==> config.mk <==
export PLATFORM = sky130hd
export DESIGN_NAME = mult32x32_req_if_flat
export DESIGN_NICKNAME = d
export VERILOG_FILES = /design/src/rtl/mult32x32_pkg.sv /design/src/rtl/mult32x32_req_if_if.sv /design/src/rtl/mult32x32_req_if.sv /design/src/flat_wrapper.sv
export SDC_FILE = /design/constraint.sdc
export NUM_CORES = 1
export LEC_CHECK = 0
export BUFFER_PORTS_ARGS = -buffer_cell sky130_fd_sc_hd__buf_4
export CAP_MARGIN = 20
export CORE_UTILIZATION = 40
export CTS_CLUSTER_DIAMETER = 30
export DETAILED_ROUTE_END_ITERATION = 10
export PLACE_DENSITY = 0.73
export SETUP_SLACK_MARGIN = 0.5
export SLEW_MARGIN = 20
export SYNTH_ARGS = -nofsm -noshare
export SYNTH_HDL_FRONTEND = slang
export SYNTH_SLANG_ARGS = --single-unit
==> constraint.sdc <==
create_clock -name clk -period 4.9 [get_ports clk]
set_clock_uncertainty 0.1 [all_clocks]
set_input_delay 0.735 -clock clk [delete_from_list [all_inputs] [get_ports clk]]
set_output_delay 0.735 -clock clk [all_outputs]
set_load 0.1 [all_outputs]
==> src/rtl/mult32x32_pkg.sv <==
// Shared types and widths for the 32x32 multiplier request/response shell.
package mult32x32_pkg;

   localparam int unsigned OP_W   = 32;
   localparam int unsigned PROD_W = 64;

   typedef enum logic [1:0] {
      IDLE,
      ISSUE,
      WAIT_BUSY,
      RUN
   } req_st_t;

endpackage

==> src/rtl/mult32x32_req_if_if.sv <==
// Request, core-control and result signals of the multiplier shell.
// slave: the shell's view; master: the environment (requester, core, consumer).
interface mult32x32_req_if_if #(
   parameter int unsigned CNT_W = 16
);
   import mult32x32_pkg::*;

   logic              in_valid;
   logic              in_ready;
   logic [OP_W-1:0]   in_a;
   logic [OP_W-1:0]   in_b;
   logic              mul_start;
   logic [OP_W-1:0]   mul_a;
   logic [OP_W-1:0]   mul_b;
   logic              mul_busy;
   logic [PROD_W-1:0] mul_product;
   logic              res_valid;
   logic              res_ready;
   logic [PROD_W-1:0] res_data;
   logic              timeout_err;
   logic [CNT_W-1:0]  res_count;

   modport slave (
      input  in_valid, in_a, in_b, mul_busy, mul_product, res_ready,
      output in_ready, mul_start, mul_a, mul_b, res_valid, res_data,
             timeout_err, res_count
   );

   modport master (
      output in_valid, in_a, in_b, mul_busy, mul_product, res_ready,
      input  in_ready, mul_start, mul_a, mul_b, res_valid, res_data,
             timeout_err, res_count
   );

endinterface

==> src/rtl/mult32x32_req_if.sv <==
// Request/response shell around the 32x32 sequential multiplier core.
// Latches an operand pair, pulses start, follows the core's busy and
// presents the captured product on a valid/ready result port.
module mult32x32_req_if #(
   parameter int unsigned TIMEOUT = 4,
   parameter int unsigned CNT_W   = 16
) (
   input  logic              clk,
   input  logic              reset,
   mult32x32_req_if_if.slave bus
);
   import mult32x32_pkg::*;

   localparam int unsigned      TMR_W    = $clog2(TIMEOUT);
   localparam logic [TMR_W-1:0] TMR_LAST = TMR_W'(TIMEOUT - 1);

   req_st_t           state;
   logic              start_q;
   logic [OP_W-1:0]   a_q;
   logic [OP_W-1:0]   b_q;
   logic              res_valid_q;
   logic [PROD_W-1:0] res_data_q;
   logic              tmo_q;
   logic [TMR_W-1:0]  timer;
   logic [TMR_W-1:0]  timer_nxt;
   logic [CNT_W-1:0]  cnt_q;
   logic              in_ready_w;

   assign in_ready_w = (state == IDLE) && !res_valid_q;
   assign timer_nxt  = timer + TMR_W'(1);

   assign bus.in_ready    = in_ready_w;
   assign bus.mul_start   = start_q;
   assign bus.mul_a       = a_q;
   assign bus.mul_b       = b_q;
   assign bus.res_valid   = res_valid_q;
   assign bus.res_data    = res_data_q;
   assign bus.timeout_err = tmo_q;
   assign bus.res_count   = cnt_q;

   // Control FSM with registered start/error pulses, operand and result capture.
   always_ff @(posedge clk or posedge reset) begin
      if (reset) begin
         state       <= IDLE;
         start_q     <= 1'b0;
         a_q         <= '0;
         b_q         <= '0;
         res_valid_q <= 1'b0;
         res_data_q  <= '0;
         tmo_q       <= 1'b0;
         timer       <= '0;
         cnt_q       <= '0;
      end else begin
         start_q <= 1'b0;
         tmo_q   <= 1'b0;

         if (res_valid_q && bus.res_ready) begin
            res_valid_q <= 1'b0;
            cnt_q       <= cnt_q + CNT_W'(1);
         end

         case (state)
            IDLE: begin
               if (bus.in_valid && in_ready_w) begin
                  a_q     <= bus.in_a;
                  b_q     <= bus.in_b;
                  start_q <= 1'b1;
                  state   <= ISSUE;
               end
            end
            ISSUE: begin
               timer <= '0;
               state <= WAIT_BUSY;
            end
            WAIT_BUSY: begin
               if (bus.mul_busy) begin
                  state <= RUN;
               end else if (timer_nxt == TMR_LAST) begin
                  // abort decided on the incremented count so the pulse lands
                  // TIMEOUT cycles after ISSUE
                  tmo_q <= 1'b1;
                  state <= IDLE;
               end else begin
                  timer <= timer_nxt;
               end
            end
            RUN: begin
               if (!bus.mul_busy) begin
                  res_data_q  <= bus.mul_product;
                  res_valid_q <= 1'b1;
                  state       <= IDLE;
               end
            end
            default: state <= IDLE;
         endcase
      end
   end

endmodule
==> src/flat_wrapper.sv <==
// flat-port wrapper written by rule: the top's interface ports become plain ports
module mult32x32_req_if_flat import mult32x32_pkg::*;
#(
   parameter int unsigned TIMEOUT = 4,
   parameter int unsigned CNT_W   = 16
)
  (clk, reset, bus_in_valid, bus_in_a, bus_in_b, bus_mul_busy, bus_mul_product, bus_res_ready, bus_in_ready, bus_mul_start, bus_mul_a, bus_mul_b, bus_res_valid, bus_res_data, bus_timeout_err, bus_res_count);
  mult32x32_req_if_if #(.CNT_W(CNT_W)) bus_i ();
  input  logic clk;
  input  logic reset;
  input wire logic [$bits(bus_i.in_valid)-1:0] bus_in_valid;
  input wire logic [$bits(bus_i.in_a)-1:0] bus_in_a;
  input wire logic [$bits(bus_i.in_b)-1:0] bus_in_b;
  input wire logic [$bits(bus_i.mul_busy)-1:0] bus_mul_busy;
  input wire logic [$bits(bus_i.mul_product)-1:0] bus_mul_product;
  input wire logic [$bits(bus_i.res_ready)-1:0] bus_res_ready;
  output wire logic [$bits(bus_i.in_ready)-1:0] bus_in_ready;
  output wire logic [$bits(bus_i.mul_start)-1:0] bus_mul_start;
  output wire logic [$bits(bus_i.mul_a)-1:0] bus_mul_a;
  output wire logic [$bits(bus_i.mul_b)-1:0] bus_mul_b;
  output wire logic [$bits(bus_i.res_valid)-1:0] bus_res_valid;
  output wire logic [$bits(bus_i.res_data)-1:0] bus_res_data;
  output wire logic [$bits(bus_i.timeout_err)-1:0] bus_timeout_err;
  output wire logic [$bits(bus_i.res_count)-1:0] bus_res_count;
  assign bus_i.in_valid = bus_in_valid;
  assign bus_i.in_a = bus_in_a;
  assign bus_i.in_b = bus_in_b;
  assign bus_i.mul_busy = bus_mul_busy;
  assign bus_i.mul_product = bus_mul_product;
  assign bus_i.res_ready = bus_res_ready;
  assign bus_in_ready = bus_i.in_ready;
  assign bus_mul_start = bus_i.mul_start;
  assign bus_mul_a = bus_i.mul_a;
  assign bus_mul_b = bus_i.mul_b;
  assign bus_res_valid = bus_i.res_valid;
  assign bus_res_data = bus_i.res_data;
  assign bus_timeout_err = bus_i.timeout_err;
  assign bus_res_count = bus_i.res_count;
  mult32x32_req_if #(.TIMEOUT(TIMEOUT), .CNT_W(CNT_W)) u_core (.clk(clk), .reset(reset), .bus(bus_i));
endmodule
==> results.yml <==
outcome:
  status: "finished, final reports clean"
detailed_routing:
  dr_total_vias: 3999
  drt_wl_total_mm: 14.2
  postRouteAntennaNets: 0
  wl_per_cell_um: 16.8
  first_pass_iters: 6
  drt-initial-drc-count: 118
  routed_via_density: 4.74
  remaining_drc_errors: 0
sta:
  slew_violations: 0
  tns_ps: 0
  setup_viol: 0
  hold_viol_final: 0
  max_freq_mhz: 402
  final.period_utilization: 0.508
  rsz0062_at_grt: "no"
  fin_crit_ps: 2490
  fin_hold_ws_ps: 389
  slew_headroom: 0.409
  tightest_slew_ps: 886
grt:
  overflow: 0
  grt_use_total: 0.181
  grt_max_degree: 152
  antenna_found_initial: 0
  grt_pass1_wl_mm: 20.8
  grt_pass1_vias: 4138
cells_and_area:
  nNetsFinal: 783
  fill_cells: 1131
  drive_above_1_share: 0.674
  fin_util: 0.601
  antenna_cells: 0
  area_growth_pct: 46.2
worst_setup_path:
  end_kind: "flip-flop"
  cp_data_arrival_time_ps: 2690
  regToRegStartpoint: "u_core.state[0]"
  crit_required_ps: 5100
  reg2reg_to: "u_core.bus.mul_a[10]"
  reg2reg_depth: 4
  critical_path_class: "reg -> reg"
  path_cells: "nor3_2, and2_4, buf_4, mux2_2"
  rrSetupSlack_ps: 2410
  start_kind: "flip-flop"
  slowest_delay_ps: 670
  cp_slowest_cell: "and2_4"
  crit_fanout: 48
synthesis:
  synth_cell_type_count: 28
  synth_seq_cells: 151
  async_flop_share: 1.00
  ys.flop_type: "dfrtp_1"
  synth_edf_count: 0
  yosys_warnings: 0
  synth_common_cells: "dfrtp_1, mux2_2, mux2_4"
  ys_seq_area_frac: 0.633
  synth.net_count: 496
  syn_area_mm2: 0.00597
  synth_top_area_frac: 0.633
  yosysTopAreaCell: "dfrtp_1"
  synth_most_common_cell: "dfrtp_1"
  syn_avg_cell_area_um2: 16.5
  yosys-top-cells-area: "dfrtp_1, mux2_2, mux2_4"
  netlist_instances: 361
min_path:
  holdPathStages: 1
  whs_endpoint: "u_core.bus.res_count[15]"
  hp-class: "reg -> reg"
  worstHoldStart: "u_core.bus.res_count[15]"
floorplan:
  initial_core_util: 0.411
  io_pins: 281
  die-width_um: 124
  die_area_mm2: 0.0154
  rows: 44
  die_h_um: 124
  core_area_mm2: 0.0145
run:
  max_cap_violations: 0
placement:
  place_congestion: 0.739
  dp_hpwl_mm: 10.1
  io_buffer_count: 280
clocking:
  clkTransAtPathRegs_ps: 60
  htree_levels: 4
  post_cts_buffers: 0
  cts_tree: "built"
  clock_latency_ps: 420
  root_buffer: "clkbuf_16"
  clockBufferDepth: 2
  hold_buffers: 0
  cts-buffers-inserted: 17
  cts_sinks: 151
  cts_resized: 0
==> worst max path at each step <==
stage / start / end / cells after the start
final: u_core.state[0] / u_core.bus.mul_a[10] / 4
after global routing: u_core.state[0] / u_core.bus.mul_a[14] / 4
after CTS: u_core.state[0] / u_core.bus.mul_a[10] / 4
after detailed placement: bus_in_valid / u_core.bus.mul_a[10] / 4
after global placement: bus_in_valid / u_core.bus.mul_a[14] / 4
after floorplan: u_core.bus.res_valid / u_core.bus.mul_a[23] / 5
==> critical path: cells and delay by family (launching register included) <==
kind | cells | cell delay, ps
flops | 1 | 470
buf+inv | 1 | 460
simple gates | 2 | 910
mux | 1 | 380
==> cells by family (layout without fill, tap and decap cells) <==
| kind of cell | count (synthesis) | after routing | synth area share |
|---|---|---|---|
| AO/OA/AOI/OAI | 8 | 8 | 0.00839 |
| XOR/XNOR | 15 | 15 | 0.0220 |
| adder cells (fa/ha/maj) | 2 | 2 | 0.00419 |
| buffers and inverters | 19 | 318 | 0.0317 |
| flip-flops | 151 | 151 | 0.633 |
| multiplexers | 129 | 129 | 0.269 |
| AND/OR/NAND/NOR | 37 | 37 | 0.0321 |
==> per-stage QoR <==
step | instance area [um^2] | instances | worst slack (ps)
after global routing | 8730 | 844 | 2270
final | 8730 | 844 | 2410
after detailed placement | 8170 | 813 | 2340
after global placement | 8170 | 813 | 2400
after CTS | 8730 | 844 | 2410
after floorplan | 5970 | 361 | 1640
==> layout by cell type (no fill, tap or decap), types with 2 or more instances in the layout <==
| master | count |
|---|---|
| buf_4 | 282 |
| dfrtp_1 | 151 |
| mux2_2 | 89 |
| mux2_4 | 40 |
| clkbuf_16 | 17 |
| xnor2_1 | 10 |
| nand2_1 | 9 |
| nor2_1 | 8 |
| clkinv_2 | 6 |
| nand4_1 | 5 |
| xor2_1 | 5 |
| clkinv_4 | 5 |
| nand3_1 | 4 |
| inv_1 | 3 |
| o21ai_0 | 3 |
| nor3_1 | 3 |
| nand3b_1 | 2 |
| a21oi_1 | 2 |
| ha_1 | 2 |
| bufinv_16 | 2 |
==> registers in the layout (all words and copies together), names as in the netlist <==
| register | cells |
|---|---|
| u_core.bus.res_data | 64 |
| u_core.bus.mul_a | 32 |
| u_core.bus.mul_b | 32 |
| u_core.bus.res_count | 16 |
| u_core.state | 2 |
| u_core.timer | 2 |
| u_core.bus.mul_start | 1 |
| u_core.bus.res_valid | 1 |
| u_core.bus.timeout_err | 1 |
==> cell type report <==
type / count / area (um^2) / share of cell area
Timing Repair Buffer: 283 / 2140 / 0.245
Inverter: 4 / 18.8 / 0.00215
Clock inverter: 13 / 134 / 0.0153
Tap cell: 184 / 230 / 0.0264
Multi-Input combinational cell: 191 / 2000 / 0.229
Clock buffer: 18 / 429 / 0.0492
Sequential cell: 151 / 3780 / 0.433
==> routing by layer <==
metal,part of all wire,global-route usage,vias up
li1,-,-,1830
met2,0.52,0.309,167
met3,0.088,0.0614,22
met4,0.017,0.0751,0
met5,0,0,-
met1,0.38,0.206,1980
Power is not shown: default switching activity piles up to over one toggle a cycle in this logic, so the estimate is an artifact.
